--- src/rtl/enable_pipe_reg.sv ---
`default_nettype none
// ============================================================================
// Module   : enable_pipe_reg
// Purpose  : Elastic, bubble-collapsing register pipeline with valid/ready
//            handshakes, global enable (freeze), synchronous flush and a
//            registered occupancy count.
// Revision : 1.0 - initial release
// ============================================================================
module enable_pipe_reg #(
  parameter int WIDTH = 21,
  parameter int DEPTH = 2,
  localparam int CNT_W = $clog2(DEPTH + 1)
) (
  input  logic             clk,
  input  logic             GlobalReset,
  input  logic             enable,
  input  logic             flush,
  input  logic             in_valid,
  input  logic [WIDTH-1:0] in_data,
  output logic             in_ready,
  output logic             out_valid,
  output logic [WIDTH-1:0] out_data,
  input  logic             out_ready,
  output logic [CNT_W-1:0] occupancy
);

  // Stage state: index 0 sits at the input, DEPTH-1 drives the output.
  logic [WIDTH-1:0] r_data [DEPTH];
  logic [DEPTH-1:0] r_valid;
  logic [CNT_W-1:0] r_occ;

  logic             w_adv;
  logic             w_carry;
  logic [DEPTH-1:0] w_rdy;
  logic [DEPTH-1:0] w_up_valid;
  logic [WIDTH-1:0] w_up_data [DEPTH];
  logic [DEPTH-1:0] w_load;
  logic [DEPTH-1:0] w_valid_nxt;
  logic [CNT_W-1:0] w_occ_nxt;

  // Flush overrides enable: nothing may move while a flush is pending.
  assign w_adv = enable & ~flush;

  // Ready ripples from the output back: a stage can take a word if it is
  // empty or its own word is leaving this cycle.
  always_comb begin
    w_carry = out_ready;
    w_rdy   = '0;
    for (int i = DEPTH - 1; i >= 0; i--) begin
      w_rdy[i] = ~r_valid[i] | w_carry;
      w_carry  = w_rdy[i];
    end
  end

  // Upstream source of each stage: the input port for stage 0, the previous
  // stage otherwise.
  always_comb begin
    w_up_valid[0] = in_valid;
    w_up_data[0]  = in_data;
    for (int i = 1; i < DEPTH; i++) begin
      w_up_valid[i] = r_valid[i-1];
      w_up_data[i]  = r_data[i-1];
    end
  end

  // Next valid bits and their population count, so occupancy stays in step
  // with the valid bits without a separate up/down counter.
  always_comb begin
    w_occ_nxt = '0;
    for (int i = 0; i < DEPTH; i++) begin
      w_load[i] = w_adv & w_rdy[i] & w_up_valid[i];
      if (flush) begin
        w_valid_nxt[i] = 1'b0;
      end else if (w_load[i]) begin
        w_valid_nxt[i] = 1'b1;
      end else if (w_adv & w_rdy[i] & r_valid[i]) begin
        w_valid_nxt[i] = 1'b0;
      end else begin
        w_valid_nxt[i] = r_valid[i];
      end
      w_occ_nxt = w_occ_nxt + CNT_W'(w_valid_nxt[i]);
    end
  end

  // Stage registers; data only changes on a load so drained stages keep
  // their last word.
  always_ff @(posedge clk or negedge GlobalReset) begin
    if (!GlobalReset) begin
      r_valid <= '0;
      r_occ   <= '0;
      for (int i = 0; i < DEPTH; i++) begin
        r_data[i] <= '0;
      end
    end else begin
      r_valid <= w_valid_nxt;
      r_occ   <= w_occ_nxt;
      for (int i = 0; i < DEPTH; i++) begin
        if (w_load[i]) begin
          r_data[i] <= w_up_data[i];
        end
      end
    end
  end

  // in_ready is also held low while reset is asserted, since the empty
  // stages would otherwise advertise space.
  assign in_ready  = GlobalReset & w_adv & w_rdy[0];
  assign out_valid = w_adv & r_valid[DEPTH-1];
  assign out_data  = r_data[DEPTH-1];
  assign occupancy = r_occ;

endmodule
`default_nettype wire
--- config.mk ---
export PLATFORM = sky130hd
export DESIGN_NAME = enable_pipe_reg
export DESIGN_NICKNAME = d
export VERILOG_FILES = /design/src/rtl/enable_pipe_reg.sv
export SDC_FILE = /design/constraint.sdc
export NUM_CORES = 1
export LEC_CHECK = 0
export ABC_CLOCK_PERIOD_IN_PS = 2100
export CAP_MARGIN = 20
export CORE_UTILIZATION = 52
export CTS_CLUSTER_SIZE = 28
export DETAILED_ROUTE_END_ITERATION = 7
export PLACE_DENSITY = 0.82
export SETUP_SLACK_MARGIN = 0.4
export SYNTH_ARGS = -nofsm -noshare
export SYNTH_HDL_FRONTEND = slang
export SYNTH_SLANG_ARGS = --single-unit
--- constraint.sdc ---
create_clock -name clk -period 2.1 [get_ports clk]
set_clock_uncertainty 0.05 [all_clocks]
set_input_delay 0.21 -clock clk [delete_from_list [all_inputs] [get_ports clk]]
set_output_delay 0.21 -clock clk [all_outputs]
set_load 0.01 [all_outputs]
==> report_table.html, run 1 <==
<table>
<tr><th>Metric</th><th>Value</th></tr>
<tr><th colspan="2">STA</th></tr>
<tr><td>Post-route clock period utilization</td><td>77.82%</td></tr>
<tr><td>Worst slack on hold paths</td><td>0.01008 ns</td></tr>
<tr><td>Setup tns final</td><td>0 ns</td></tr>
<tr><td>Final number of hold-violating endpoints</td><td>0</td></tr>
<tr><td>FMAX</td><td>611.9 MHz</td></tr>
<tr><td>Setup repair after global routing missed its margin</td><td>no</td></tr>
<tr><td>Max-slew headroom</td><td>62.40%</td></tr>
<tr><td>Final number of setup-violating endpoints</td><td>0</td></tr>
<tr><td>Minimum clock period after layout</td><td>approximately 1.6 ns</td></tr>
<tr><td>Final slew viol count</td><td>0</td></tr>
<tr><td>Transition time at the pin with the least slew margin</td><td>approximately 0.56 ns</td></tr>
<tr><th colspan="2">Synthesis</th></tr>
<tr><td>Dominant combinational cell family by area after synthesis</td><td>multiplexers</td></tr>
<tr><td>Share of synthesized area occupied by flip-flops and latches</td><td>56.65%</td></tr>
<tr><td>Number of synthesized flops with an enable pin</td><td>0</td></tr>
<tr><td>XOR/XNOR share of the synthesized area</td><td>0%</td></tr>
<tr><td>FFs w/ async S/R, synth</td><td>100.0%</td></tr>
<tr><td>Share of Yosys cell area claimed by the top area cell type</td><td>between 50% and 60%</td></tr>
<tr><td>Distinct cells, synth</td><td>20</td></tr>
<tr><td>Share of synthesized cell area in full adder, half adder and majority cells</td><td>0.6158%</td></tr>
<tr><td>Synthesized Nets</td><td>about 160</td></tr>
<tr><td>Multiplexer share of the synthesized area</td><td>26.97%</td></tr>
<tr><td>Most used DFF post-synth</td><td>sky130_fd_sc_hd__dfrtp_1</td></tr>
<tr><td>Count of mapped cells out of synthesis</td><td>128</td></tr>
<tr><td>Synthesized area per cell</td><td>15.87 µm²</td></tr>
<tr><td>Top cells by instance count after synthesis</td><td>46 x sky130_fd_sc_hd__dfrtp_1, 22 x sky130_fd_sc_hd__mux2_2, 21 x sky130_fd_sc_hd__buf_4</td></tr>
<tr><td>Flip-flop and latch count after synthesis</td><td>46</td></tr>
<tr><td>Leading cell types by total area after synthesis</td><td>sky130_fd_sc_hd__dfrtp_1 57%, sky130_fd_sc_hd__mux2_4 15%, sky130_fd_sc_hd__mux2_2 12%</td></tr>
<tr><td>Cell type with the highest aggregate area in the netlist</td><td>sky130_fd_sc_hd__dfrtp_1</td></tr>
<tr><td>Leading cell type by number of instances after synthesis</td><td>sky130_fd_sc_hd__dfrtp_1</td></tr>
<tr><td>Area fraction in compound gates after synthesis</td><td>0.8621%</td></tr>
<tr><td>Mapped Area</td><td>0.002032 mm²</td></tr>
<tr><td>Simple-gate area share of the yosys netlist</td><td>under 10%</td></tr>
<tr><td>Synth Warn #</td><td>0</td></tr>
<tr><th colspan="2">Placed design</th></tr>
<tr><td>Detailed placement HPWL</td><td>2441 µm</td></tr>
<tr><td>Weighted congestion at the end of routability-driven global placement</td><td>0.7232</td></tr>
<tr><td>Port-buffer cells</td><td>just over 50</td></tr>
<tr><th colspan="2">Pwr</th></tr>
<tr><td>Part of the power in registers</td><td>48.7%</td></tr>
<tr><td>Total design power</td><td>between 2 and 3 mW</td></tr>
<tr><td>Maximum ir drop on the vdd rail</td><td>0.0005250 V</td></tr>
<tr><td>Standby leakage power</td><td>roughly 1.1 nW</td></tr>
<tr><td>Share of power burned in the clock network</td><td>20.8%</td></tr>
<tr><td>P_int</td><td>1.931 mW</td></tr>
<tr><td>Switching share of total power</td><td>24.87%</td></tr>
<tr><td>Ratio of total power to cell area</td><td>1020 mW/mm²</td></tr>
<tr><td>Net load switching power</td><td>639.2 µW</td></tr>
<tr><td>Comb pwr share</td><td>30.6%</td></tr>
<tr><th colspan="2">Layout</th></tr>
<tr><td>Area growth from synthesis to layout</td><td>24.01%</td></tr>
<tr><td>Area occupied by multi-input gates</td><td>656.9 µm²</td></tr>
<tr><td>Inserted Diodes</td><td>0</td></tr>
<tr><td>Number of nets in the final layout</td><td>~190</td></tr>
<tr><td>Number of fill cells</td><td>290</td></tr>
<tr><td>Utilization after layout</td><td>67.81%</td></tr>
<tr><td>Proportion of layout cells with a drive suffix above 1</td><td>between 30% and 40%</td></tr>
<tr><td>FF+latch area</td><td>0.001151 mm²</td></tr>
<tr><th colspan="2">Critical path</th></tr>
<tr><td>Cell with the largest stage delay on the worst path</td><td>sky130_fd_sc_hd__clkdlybuf4s50_1</td></tr>
<tr><td>Sort of element at the end of the critical path</td><td>output pin</td></tr>
<tr><td>Required arrival time at the worst endpoint</td><td>1.84 ns</td></tr>
<tr><td>Bufs and invs on worst path</td><td>1</td></tr>
<tr><td>Cell family contributing the most delay on the critical path</td><td>buffers and inverters</td></tr>
<tr><td>Data arrival time of the critical path</td><td>between 1 and 1.5 ns</td></tr>
<tr><td>List of cells traversed by the critical path</td><td>and2_2 -&gt; clkdlybuf4s50_1</td></tr>
<tr><td>Startpoint-to-endpoint class of the critical path</td><td>flop to output pin</td></tr>
<tr><td>Biggest cell delay along the critical path</td><td>0.53 ns</td></tr>
<tr><td>Startpoint class of the critical path</td><td>flop</td></tr>
<tr><td>Largest fanout on the critical path</td><td>4</td></tr>
<tr><th colspan="2">Detailed routing</th></tr>
<tr><td>First-pass detailed-route iteration total</td><td>3</td></tr>
<tr><td>Remaining antenna violation count</td><td>0</td></tr>
<tr><td>DR DRC count</td><td>0</td></tr>
<tr><td>Wire length after detailed routing</td><td>3363 µm</td></tr>
<tr><td>Routed wire per std cell</td><td>roughly 16 µm</td></tr>
<tr><td>Per-cell via count in the routed design</td><td>4.930</td></tr>
<tr><td>Detailed-route via count</td><td>1,055</td></tr>
<tr><td>Number of DRC violations after detailed-routing iteration 0</td><td>24</td></tr>
<tr><th colspan="2">GRT</th></tr>
<tr><td>Total gr overflow</td><td>0</td></tr>
<tr><td>Global-route total usage across every layer</td><td>between 10% and 20%</td></tr>
<tr><td>Wire length of the first global-routing pass</td><td>5692 µm</td></tr>
<tr><td>Largest net degree at the start of global routing</td><td>47</td></tr>
<tr><td>Number of global-route vias before repair</td><td>1,171</td></tr>
<tr><td>Antenna violations before repair</td><td>0</td></tr>
<tr><th colspan="2">Die</th></tr>
<tr><td>Area of the die</td><td>around 0.0042 mm²</td></tr>
<tr><td>Floorplan Core Area</td><td>0.003716 mm²</td></tr>
<tr><td>Number of placement rows</td><td>22</td></tr>
<tr><td>Effective utilization at floorplan</td><td>54.68%</td></tr>
<tr><td>I/O pins</td><td>52</td></tr>
<tr><td>Die Span X</td><td>64.51 µm</td></tr>
<tr><td>Chip Height</td><td>roughly 65 µm</td></tr>
<tr><th colspan="2">Clocking</th></tr>
<tr><td>Number of buffers created by CTS</td><td>5</td></tr>
<tr><td>Clock Path Buffers</td><td>2</td></tr>
<tr><td>Clock tree from TritonCTS</td><td>done</td></tr>
<tr><td>Clock transition at the registers of the reported paths</td><td>roughly 0.080 ns</td></tr>
<tr><td>Root buf cell</td><td>sky130_fd_sc_hd__clkbuf_8</td></tr>
<tr><td>H-Tree Level Count</td><td>2</td></tr>
<tr><td>Later-pin clock latency in the skew report</td><td>0.29 ns</td></tr>
<tr><td>Clock Sink Count</td><td>46</td></tr>
<tr><th colspan="2">Run status</th></tr>
<tr><td>Run status</td><td>completed</td></tr>
<tr><th colspan="2">Worst hold path</th></tr>
<tr><td>Classification of the worst-slack hold path</td><td>input pin to asynchronous set/reset pin</td></tr>
<tr><th colspan="2">Job</th></tr>
<tr><td>Max-cap check violation count</td><td>0</td></tr>
</table>
-- cells by family after synthesis --
| logic type | count (synthesis) |
|---|---|
| adder cells (fa/ha/maj) | 1 |
| buffers and inverters | 26 |
| AND/OR/NAND/NOR | 10 |
| flip-flops | 46 |
| AO/OA/AOI/OAI | 3 |
| multiplexers | 42 |
-- final cells by class --
class | count | area share [%]
Timing Repair Buffer | 55 | 22.10
Inverter | 1 | 0.1490
Clock buffer | 7 | 3.426
Multi-Input combinational cell | 56 | 26.07
Tap cell | 48 | 2.383
Clock inverter | 1 | 0.1986
Sequential cell | 46 | 45.68
-- per-layer routing --
layer	vias up	wire length (µm)	global-route usage, %
met2	34	1667	31.05
met4	0	45	8.333
met5	-	0	0
met1	525	1506	23.86
li1	491	-	-
met3	5	143	4.401
-- path summary, 6_finish.rpt --
kind | from | endpoint | slack [ns] | cells after the start
max in group asynchronous | GlobalReset | r_data[25]$_DFFE_PN0P_ | 1.62 | 2
min in group clk | flush | r_valid[0]$_DFF_PN0_ | 0.29 | 2
worst max register to register | r_valid[1]$_DFF_PN0_ | out_data[2]$_DFFE_PN0P_ | 0.53 | 4
worst min-delay path | GlobalReset | out_data[12]$_DFFE_PN0P_ | 0.01 | 2
worst min register to register | r_data[26]$_DFFE_PN0P_ | out_data[5]$_DFFE_PN0P_ | 0.46 | 1
worst max-delay path | r_valid[1]$_DFF_PN0_ | out_valid | 0.47 | 2
-- registers in the layout (all words and copies together), names as in the netlist --
name	count
r_valid	2
occupancy	2
r_data	21
out_data	21
-- layout by cell type (no fill, tap or decap) --
cell type,n
sky130_fd_sc_hd__clkinv_2,1
sky130_fd_sc_hd__and3_4,1
sky130_fd_sc_hd__o21ai_0,1
sky130_fd_sc_hd__nor2_1,1
sky130_fd_sc_hd__clkdlybuf4s50_1,47
sky130_fd_sc_hd__mux2_2,22
sky130_fd_sc_hd__mux2_4,20
sky130_fd_sc_hd__dfrtp_1,46
sky130_fd_sc_hd__clkbuf_1,1
sky130_fd_sc_hd__nor2b_2,1
sky130_fd_sc_hd__dlygate4sd2_1,3
sky130_fd_sc_hd__inv_1,1
sky130_fd_sc_hd__a21oi_1,1
sky130_fd_sc_hd__a22oi_1,1
sky130_fd_sc_hd__nand2_1,2
sky130_fd_sc_hd__and3_1,1
sky130_fd_sc_hd__buf_2,1
sky130_fd_sc_hd__buf_4,2
sky130_fd_sc_hd__buf_12,2
sky130_fd_sc_hd__nand3b_1,1
sky130_fd_sc_hd__ha_1,1
sky130_fd_sc_hd__and3b_4,1
sky130_fd_sc_hd__and2_2,1
sky130_fd_sc_hd__clkbuf_8,6
sky130_fd_sc_hd__nor2b_4,1
-- power groups by stage --
stage / registers [mW] / logic (mW) / clock network (mW)
CTS: 1.26 / 0.797 / 0.552
global route: 1.28 / 0.839 / 0.591
floorplan: 1.22 / 0.603 / 0
global placement: 1.26 / 0.771 / 0
detailed placement: 1.27 / 0.797 / 0
finish: 1.25 / 0.786 / 0.534
-- worst reg2reg max path, cell delays in order, from the launching register on --
cell,delay (ns)
sky130_fd_sc_hd__dfrtp_1,0.41
sky130_fd_sc_hd__nor2b_2,0.17
sky130_fd_sc_hd__and3b_4,0.34
sky130_fd_sc_hd__buf_4,0.18
sky130_fd_sc_hd__mux2_4,0.31
-- stage by stage --
step | cells | worst slack (ns) | area [µm²]
after detailed placement | 205 | 0.1539 | 2425
after floorplan | 128 | 0.6481 | 2032
after CTS | 213 | 0.4452 | 2512
after global placement | 205 | 0.2034 | 2425
final | 214 | 0.4659 | 2520
after global routing | 214 | 0.4075 | 2520
-- what timing repair did --
action | CTS | global route
gates resized for setup | 3 | 0
pin swaps | 0 | 0
setup endpoints to repair | 2 | 1
buffers inserted | 0 | 1
hold buffers | 0 | 0
No activity file was read; power rests on OpenSTA's default activity.
==> inputs of run 2 (changes only) <==
- ABC_CLOCK_PERIOD_IN_PS: 2100 -> 1380
- CORE_UTILIZATION: 52 -> 43
- PLACE_DENSITY: 0.82 -> 0.72
- clock period: 2.1 -> 1.38 ns (I/O delays scaled with it)
==> run 2 against run 1 <==
The run now ends with design-rule violations, negative hold slack, negative setup slack left. Core utilization decreased by 4.8 points. Combinational power increased by 68%. Highest routed layer unchanged. Setup slack got worse by 0.63 ns. First-iteration DRC count increased to 2.9 times the previous value. Critical path depth increased by 2. Hold slack got worse by 0.091 ns. Largest power group unchanged. Largest cell class unchanged. Sequential share of layout area decreased by 4.6 points. Final cell count increased by 13%. Register-to-register slack got worse by 0.69 ns. Non-clock buffer count increased by 24. Count of clock-buffer cells in the layout unchanged.
==> report_table.html, run 2 (same netlist as run 1, synthesis figures left out) <==
<table>
<tr><th>Metric</th><th>Value</th></tr>
<tr><th colspan="2">Die</th></tr>
<tr><td>Chip Height</td><td>70.74 µm (was 64.51 µm)</td></tr>
<tr><td>Floorplan Core Area</td><td>0.004444 mm² (was 0.003716 mm²)</td></tr>
<tr><td>Number of placement rows</td><td>24 (was 22)</td></tr>
<tr><td>Area of the die</td><td>0.005004 mm² (was 0.004162 mm²)</td></tr>
<tr><td>Effective utilization at floorplan</td><td>45.72% (was 54.68%)</td></tr>
<tr><td>Die Span X</td><td>70.74 µm (was 64.51 µm)</td></tr>
<tr><td>I/O pins</td><td>52 (unchanged)</td></tr>
<tr><th colspan="2">Pwr</th></tr>
<tr><td>Comb pwr share</td><td>32.0% (was 30.6%)</td></tr>
<tr><td>P_int</td><td>3.043 mW (was 1.931 mW)</td></tr>
<tr><td>Switching share of total power</td><td>26.07% (was 24.87%)</td></tr>
<tr><td>Part of the power in registers</td><td>46.1% (was 48.7%)</td></tr>
<tr><td>Net load switching power</td><td>1.073 mW (was 639.2 µW)</td></tr>
<tr><td>Ratio of total power to cell area</td><td>1471 mW/mm² (was 1020 mW/mm²)</td></tr>
<tr><td>Maximum ir drop on the vdd rail</td><td>0.0007149 V (was 0.0005250 V)</td></tr>
<tr><td>Share of power burned in the clock network</td><td>22.0% (was 20.8%)</td></tr>
<tr><td>Total design power</td><td>4.116 mW (was 2.570 mW)</td></tr>
<tr><td>Standby leakage power</td><td>1.347 nW (was 1.109 nW)</td></tr>
<tr><th colspan="2">Critical path</th></tr>
<tr><td>Startpoint-to-endpoint class of the critical path</td><td>flop to flop (was flop to output pin)</td></tr>
<tr><td>Critical path depth in cells</td><td>4 (was 2)</td></tr>
<tr><td>Bufs and invs on worst path</td><td>1 (unchanged)</td></tr>
<tr><td>Data arrival time of the critical path</td><td>1.68 ns (was 1.37 ns)</td></tr>
<tr><td>Startpoint class of the critical path</td><td>flop (unchanged)</td></tr>
<tr><td>Sort of element at the end of the critical path</td><td>flop (was output pin)</td></tr>
<tr><td>Biggest cell delay along the critical path</td><td>0.42 ns (was 0.53 ns)</td></tr>
<tr><td>List of cells traversed by the critical path</td><td>nor2b_4 -&gt; and3b_4 -&gt; buf_12 -&gt; mux2_4 (was and2_2 -&gt; clkdlybuf4s50_1)</td></tr>
<tr><td>Worst Reg2Reg Path Length in Cells</td><td>4 (unchanged)</td></tr>
<tr><td>Required arrival time at the worst endpoint</td><td>1.52 ns (was 1.84 ns)</td></tr>
<tr><td>Largest fanout on the critical path</td><td>15 (was 4)</td></tr>
<tr><td>Cell with the largest stage delay on the worst path</td><td>sky130_fd_sc_hd__dfrtp_1 (was sky130_fd_sc_hd__clkdlybuf4s50_1)</td></tr>
<tr><td>Reg2reg setup slack</td><td>-0.16 ns (was 0.53 ns)</td></tr>
<tr><td>Cell family contributing the most delay on the critical path</td><td>simple AND/OR/NAND/NOR gates (was buffers and inverters)</td></tr>
<tr><th colspan="2">Detailed routing</th></tr>
<tr><td>Number of DRC violations after detailed-routing iteration 0</td><td>70 (was 24)</td></tr>
<tr><td>Remaining antenna violation count</td><td>0 (unchanged)</td></tr>
<tr><td>Detailed-route via count</td><td>1,160 (was 1,055)</td></tr>
<tr><td>First-pass detailed-route iteration total</td><td>6 (was 3)</td></tr>
<tr><td>Wire length after detailed routing</td><td>3967 µm (was 3363 µm)</td></tr>
<tr><td>Per-cell via count in the routed design</td><td>4.793 (was 4.930)</td></tr>
<tr><td>Routed wire per std cell</td><td>16.39 µm (was 15.71 µm)</td></tr>
<tr><td>DR DRC count</td><td>8 (was 0)</td></tr>
<tr><th colspan="2">STA</th></tr>
<tr><td>Minimum setup slack in the final design</td><td>-0.1632 ns (was 0.4659 ns)</td></tr>
<tr><td>Minimum clock period after layout</td><td>between 1.5 and 2 ns</td></tr>
<tr><td>Worst slack on hold paths</td><td>-0.08085 ns (was 0.01008 ns)</td></tr>
<tr><td>FMAX</td><td>648.0 MHz</td></tr>
<tr><td>Setup tns final</td><td>-4.618 ns (was 0 ns)</td></tr>
<tr><td>Final number of setup-violating endpoints</td><td>43 (was 0)</td></tr>
<tr><td>Final number of hold-violating endpoints</td><td>46 (was 0)</td></tr>
<tr><td>Setup repair after global routing missed its margin</td><td>yes (was no)</td></tr>
<tr><td>Post-route clock period utilization</td><td>111.8%</td></tr>
<tr><td>Max-slew headroom</td><td>62.87% (was 62.40%)</td></tr>
<tr><td>Final slew viol count</td><td>0 (unchanged)</td></tr>
<tr><td>Transition time at the pin with the least slew margin</td><td>0.5569 ns (was 0.5641 ns)</td></tr>
<tr><th colspan="2">Layout</th></tr>
<tr><td>Proportion of layout cells with a drive suffix above 1</td><td>60.00% (was 35.54%)</td></tr>
<tr><td>Area growth from synthesis to layout</td><td>37.75% (was 24.01%)</td></tr>
<tr><td>FF+latch area</td><td>0.001151 mm² (unchanged)</td></tr>
<tr><td>Inserted Diodes</td><td>0 (unchanged)</td></tr>
<tr><td>Most common cell after layout, fill and taps aside</td><td>sky130_fd_sc_hd__dfrtp_1 (was sky130_fd_sc_hd__clkdlybuf4s50_1)</td></tr>
<tr><td>Commonest cells after routing, fill and taps aside</td><td>46 x sky130_fd_sc_hd__dfrtp_1, 41 x sky130_fd_sc_hd__mux2_4, 23 x sky130_fd_sc_hd__buf_2, 23 x sky130_fd_sc_hd__clkdlybuf4s50_1, 20 x sky130_fd_sc_hd__buf_4 (was 47 x sky130_fd_sc_hd__clkdlybuf4s50_1, 46 x sky130_fd_sc_hd__dfrtp_1, 22 x sky130_fd_sc_hd__mux2_2)</td></tr>
<tr><td>Area occupied by multi-input gates</td><td>768.2 µm² (was 656.9 µm²)</td></tr>
<tr><td>Number of fill cells</td><td>347 (was 290)</td></tr>
<tr><td>Number of nets in the final layout</td><td>217 (was 193)</td></tr>
<tr><th colspan="2">Placed design</th></tr>
<tr><td>Pre-CTS setup slack</td><td>-0.4098 ns (was 0.1539 ns)</td></tr>
<tr><td>Port-buffer cells</td><td>51 (unchanged)</td></tr>
<tr><td>Weighted congestion at the end of routability-driven global placement</td><td>0.7203 (was 0.7232)</td></tr>
<tr><td>Detailed placement HPWL</td><td>2550 µm (was 2441 µm)</td></tr>
<tr><th colspan="2">GRT</th></tr>
<tr><td>Total gr overflow</td><td>0 (unchanged)</td></tr>
<tr><td>Met2 Track Usage GR</td><td>27.35% (was 31.05%)</td></tr>
<tr><td>Largest net degree at the start of global routing</td><td>47 (unchanged)</td></tr>
<tr><td>GR Util met3</td><td>5.271% (was 4.401%)</td></tr>
<tr><td>Global-route total usage across every layer</td><td>17.23% (was 18.93%)</td></tr>
<tr><td>Wire length of the first global-routing pass</td><td>6368 µm (was 5692 µm)</td></tr>
<tr><td>Number of global-route vias before repair</td><td>1,303 (was 1,171)</td></tr>
<tr><td>Antenna violations before repair</td><td>0 (unchanged)</td></tr>
<tr><td>GRT busiest layer</td><td>met2 (unchanged)</td></tr>
<tr><td>Routing usage on met1</td><td>21.71% (was 23.86%)</td></tr>
<tr><th colspan="2">Run status</th></tr>
<tr><td>Violated checks</td><td>design-rule violations, negative hold slack, negative setup slack</td></tr>
<tr><td>Run status</td><td>finished, violations left (was completed)</td></tr>
<tr><th colspan="2">Clocking</th></tr>
<tr><td>Root buf cell</td><td>sky130_fd_sc_hd__clkbuf_8 (unchanged)</td></tr>
<tr><td>Clock tree from TritonCTS</td><td>done (unchanged)</td></tr>
<tr><td>Later-pin clock latency in the skew report</td><td>0.30 ns (was 0.29 ns)</td></tr>
<tr><td>Clock transition at the registers of the reported paths</td><td>0.09 ns (was 0.08 ns)</td></tr>
<tr><td>Number of buffers created by CTS</td><td>5 (unchanged)</td></tr>
<tr><td>Clock Sink Count</td><td>46 (unchanged)</td></tr>
<tr><td>H-Tree Level Count</td><td>2 (unchanged)</td></tr>
<tr><td>Clock Path Buffers</td><td>2 (unchanged)</td></tr>
<tr><th colspan="2">Job</th></tr>
<tr><td>Max-cap check violation count</td><td>0 (unchanged)</td></tr>
<tr><th colspan="2">Worst hold path</th></tr>
<tr><td>Classification of the worst-slack hold path</td><td>input pin to asynchronous set/reset pin (unchanged)</td></tr>
</table>
==> run 2: per-stage QoR <==
stage / util (%) / std cells / hold slack [ns] / cell area, µm²
floorplan: - / 128 / -0.2076 / 2120
global placement: 57.88 / 214 / 0.2577 / 2572
detailed placement: 57.88 / 214 / 0.2687 / 2572
CTS: 61.88 / 240 / -0.06389 / 2750
global route: 62.98 / 242 / -0.04050 / 2799
finish: 62.98 / 242 / -0.08085 / 2799
==> run 2: routing by layer <==
metal	up-vias	share of wire (%)
li1	535	-
met1	582	43
met2	35	49
met3	8	6.0
met4	0	1.8
met5	-	0
==> run 2: power by group through the flow <==
| stage | logic (mW) | clock network (mW) | registers (mW) |
|---|---|---|---|
| after global routing | 1.40 | 0.977 | 1.93 |
| after detailed placement | 1.29 | 0 | 1.93 |
| after floorplan | 0.987 | 0 | 1.86 |
| after CTS | 1.29 | 0.930 | 1.89 |
| after global placement | 1.27 | 0 | 1.91 |
| final | 1.32 | 0.905 | 1.90 |
==> run 2: worst paths after layout <==
| path | start | endpoint |
|---|---|---|
| setup reg to reg | r_valid[1]$_DFF_PN0_ | out_data[8]$_DFFE_PN0P_ |
| setup / recovery | r_valid[1]$_DFF_PN0_ | out_data[8]$_DFFE_PN0P_ |
| min in group clk | in_data[2] | r_data[23]$_DFFE_PN0P_ |
| hold reg to reg | r_data[34]$_DFFE_PN0P_ | out_data[13]$_DFFE_PN0P_ |
| hold / removal | GlobalReset | out_data[10]$_DFFE_PN0P_ |
| max in group asynchronous | GlobalReset | r_data[37]$_DFFE_PN0P_ |
==> run 2: cell type report <==
class                           instances  area share, %
Clock buffer                            7          3.442
Clock inverter                          1         0.3129
Inverter                                1         0.1341
Multi-Input combinational cell         56          27.45
Sequential cell                        46          41.13
Tap cell                               52          2.325
Timing Repair Buffer                   79          25.21
==> run 2: what timing repair did <==
action                                 CTS  global route
gates cloned                             1             0
resized for setup                      109             6
endpoints found under the hold margin   46            46
pin swaps                                3             3
setup endpoints to repair               70            71
buffers inserted                        17             2
==> run 2: worst register-to-register path, delay by kind of cell, from the launching register on <==
| kind | cells | cell delay, ns |
|---|---|---|
| buf+inv | 1 | 0.18 |
| flops | 1 | 0.42 |
| simple gates | 2 | 0.46 |
| mux | 1 | 0.32 |
==> edit 1 (settings of run 2) <==
`DEPTH`: 2 -> 4.
--- a/src/rtl/enable_pipe_reg.sv
+++ b/src/rtl/enable_pipe_reg.sv
@@ -9,5 +9,5 @@
 module enable_pipe_reg #(
   parameter int WIDTH = 21,
-  parameter int DEPTH = 2,
+  parameter int DEPTH = 4,
   localparam int CNT_W = $clog2(DEPTH + 1)
 ) (
Interface: changed (resized occupancy); port bits go from 52 to 53. The function was not compared with the original's and may differ.
==> edit 1 against run 2 <==
- the run ends with negative setup slack left
- total power increased by 45%
- fmax decreased by 22%
- sequential share of layout area increased by 3.1 points
- routed wire length increased by 89%
- area after synthesis increased by 85%
- cell area increased by 84%
- sequential cell count increased by 45
- via count increased by 82%
- count of clock-buffer cells in the layout increased by 3
- setup slack got worse by 0.43 ns
==> edit 1: results (changes against run 2) <==
clocking:
  cts_sinks: 91  # was 46
  cts_buffers: 9  # was 5
  postCtsSetupBuffers: 14  # was 17
  htree_levels: 3  # was 2
  post_cts_resized: 154  # was 109
critical_path:
  cpMaxStageDelayCell: "fa_1"  # was dfrtp_1
  critPathMaxStageDelay_ns: 0.52  # was 0.42 ns
  endpoint: "occupancy[1]"  # was out_data[8]
  crit_fanout: 3  # was 15
  worstPathArrival_ns: 2.22  # was 1.68 ns
  cp_top_family: "adder cells"  # was simple AND/OR/NAND/NOR gates
  crit_start: "r_valid[2]"  # was r_valid[1]
grt:
  use_met2_pct: 27.1  # was 27.4%
  met3_usage_pct: 3.67  # was 5.27%
  globalRouteMet1Util_pct: 22.7  # was 21.7%
  grt_pass1_vias: 2207  # was 1303
  grt_pass1_wl_um: 11600  # was 6370 µm
  grt_usage_pct: 17.4  # was 17.2%
status:
  status: "complete, but fails checks"  # unchanged
  violations: "negative setup slack"  # was design-rule violations, negative hold slack, negative setup slack
place:
  placed_area_um2: 4480  # was 2570 µm²
  dp_slack_ns: -1.01  # was -0.410 ns
  portBuffers: 52  # was 51
final_layout:
  buffer_area_share_pct: 20.8  # was 25.2%
  clk_share_pct: 3.45  # was 3.76%
  multi_input_comb_area_um2: 1480  # was 768 µm²
  seq_share_pct: 44.2  # was 41.1%
  n_all_inverters: 4  # was 1
  clkbuf_count: 10  # was 7
  drive_gt1_share_pct: 57.9  # was 60.0%
  nNonClkBuffers: 99  # was 79
  seq_area_um2: 2280  # was 1150 µm²
timing:
  fin_setup_tns_ns: -34.30  # was -4.62 ns
  setup_viol: 88  # was 43
  hold_ws_ns: 0.156  # was -0.0808 ns
  fin_ws_ns: -0.593  # was -0.163 ns
  relSlewSlack_pct: 68.5  # was 62.9%
power:
  seq_power_share_pct: 56.4  # was 46.1%
  finalPower_mw: 5.98  # was 4.12 mW
  combPwrFrac_pct: 16.5  # was 32.0%
  vdd_drop_max_mv: 0.503  # was 0.715 mV
  sw_frac_of_total_pct: 24.0  # was 26.1%
  p_leak_nw: 2.52  # was 1.35 nW
synth:
  ys_seq_area_share_pct: 60.5  # was 56.7%
  syn_nets: 268  # was 156
  ys_top_cells_by_area: "dfrtp_1 61%, mux2_2 18%, mux2_4 8.0%"  # was dfrtp_1 57%, mux2_4 15%, mux2_2 12%
  synth_cell_types: 24  # was 20
  yosys-top-cells-count: "91 x dfrtp_1, 60 x mux2_2, 26 x buf_4"  # was 46 x dfrtp_1, 22 x mux2_2, 21 x buf_4
drt:
  dr.pass1.iters: 4  # was 6
  wirelength_um: 7510  # was 3970 µm
  dr_total_vias: 2109  # was 1160
hold_path:
  min_path_type: "input port to flip-flop"  # was input port to asynchronous set/reset pin
-- edit 1: changes by cell type after synthesis, sizes merged, moves of 2 or more --
cell / before / now
a21o: 0 / 2
nand2: 2 / 6
mux2: 42 / 84
dfrtp: 46 / 91
buf: 25 / 30
inv: 1 / 4
a21oi: 1 / 5
nand3b: 1 / 3
-- edit 1: layer usage --
| metal | routed length [µm] | vias to the layer above |
|---|---|---|
| met5 | 0 | - |
| met4 | 175 | 0 |
| met3 | 183 | 15 |
| met2 | 3860 | 43 |
| met1 | 3290 | 1088 |
| li1 | - | 963 |
-- edit 1: cell families (layout without fill, tap and decap cells) --
kind of cell,count (synthesis),count (layout),share of synthesized area (%)
DFF,91,91,60.5
muxes,85,85,27.4
buffers and inverters,34,119,6.45
and+or+nand+nor,16,16,2.96
AOI/OAI and AO/OA,9,9,1.46
adders and majority gates,3,3,1.20
==> edit 2 (settings of run 2) <==
Made on the original files. Reset style: synchronous (`GlobalReset`), changed in one clocked block.
--- a/src/rtl/enable_pipe_reg.sv
+++ b/src/rtl/enable_pipe_reg.sv
@@ -85,5 +85,5 @@
   // Stage registers; data only changes on a load so drained stages keep
   // their last word.
-  always_ff @(posedge clk or negedge GlobalReset) begin
+  always_ff @(posedge clk) begin
     if (!GlobalReset) begin
       r_valid <= '0;
Behaviour: differs if GlobalReset is asserted again (counterexample within 4 cycles, from zero or initial values and one cycle with GlobalReset low); with GlobalReset held inactive, the same outputs for 10 cycles.
==> edit 2 against run 2 <==
- the flow finishes with violations (negative setup slack)
- routed wire length up 26%
- area after synthesis up 17%
- sequential cell count unchanged
- cell area up 28%
- fmax up 11%
- setup slack better by 0.15 ns
- global-route usage down 1.6 points
Power is not compared: it rests on default switching activity, and its combinational part moved more than twofold at a synthesized area within 25%.
==> edit 2: results (changes against run 2) <==
timing:
  setup_viol: 1  # was 43
  fin_setup_tns_ns: -0.0101  # was -4.62 ns
  fin_ws_ns: -0.0101  # was -0.163 ns
  hold_ws_ns: 0.370  # was -0.0808 ns
place:
  placed_area_um2: 2970  # was 2570 µm²
  place_hpwl_um: 2840  # was 2550 µm
synth:
  synthArstFlopShare_pct: 0  # was 100%
  synth_compound_area_share_pct: 1.80  # was 0.862%
  yosys-top-cells-count: "42 x edfxtp_1, 39 x nor4b_2, 21 x buf_4"  # was 46 x dfrtp_1, 22 x mux2_2, 21 x buf_4
  synth-main-ff-cell: "edfxtp_1"  # was dfrtp_1
  ys_seq_area_share_pct: 56.6  # was 56.7%
  yosysTopAreaCellShare_pct: 53.2  # was 56.7%
  synth_cell_types: 21  # was 20
clocking:
  postCtsSetupBuffers: 1  # was 17
  post_cts_resized: 130  # was 109
grt:
  grt_pass1_wl_um: 6970  # was 6370 µm
  globalRouteMet1Util_pct: 18.1  # was 21.7%
  met3_usage_pct: 3.23  # was 5.27%
status:
  status: "complete, but fails checks"  # unchanged
  violations: "negative setup slack"  # was design-rule violations, negative hold slack, negative setup slack
critical_path:
  worstPathArrival_ns: 1.54  # was 1.68 ns
  r2r-start: "r_valid[0]"  # was r_valid[1]
  endpoint: "occupancy[0]"  # was out_data[8]
final_layout:
  seq_area_um2: 1340  # was 1150 µm²
  final_cells: 269  # was 242
drt:
  dr.pass1.iters: 4  # was 6
-- edit 2: cell count changes in the layout (fill, tap and decap cells not counted), sizes merged, moves of 3 or more --
| cell | before | now |
|---|---|---|
| a21oi | 1 | 4 |
| dfrtp | 46 | 0 |
| dfxtp | 0 | 4 |
| edfxtp | 0 | 42 |
| mux2 | 42 | 0 |
| nor4b | 0 | 42 |
-- edit 2: metal layers --
| metal | vias up | routed length, µm |
|---|---|---|
| met2 | 41 | 2540 |
| met4 | 0 | 105 |
| met5 | - | 0 |
| li1 | 650 | - |
| met1 | 690 | 2130 |
| met3 | 10 | 219 |
-- edit 2: final cells by class --
type                    instances  share of cell area (%)
flip-flops and latches         46                    37.6
multi-input cells              64                    34.3
repair buffers                 81                    23.4
well taps                      70                    2.45
clock buffers                   6                    2.03
clock inverters                 2                   0.245
-- edit 2: worst max-delay path: stages, from the launching register on --
cell and delay, ns:
dfxtp_2 0.35, buf_6 0.12, nand3b_1 0.14, a21oi_2 0.26
ha_4 0.23, and2_4 0.14
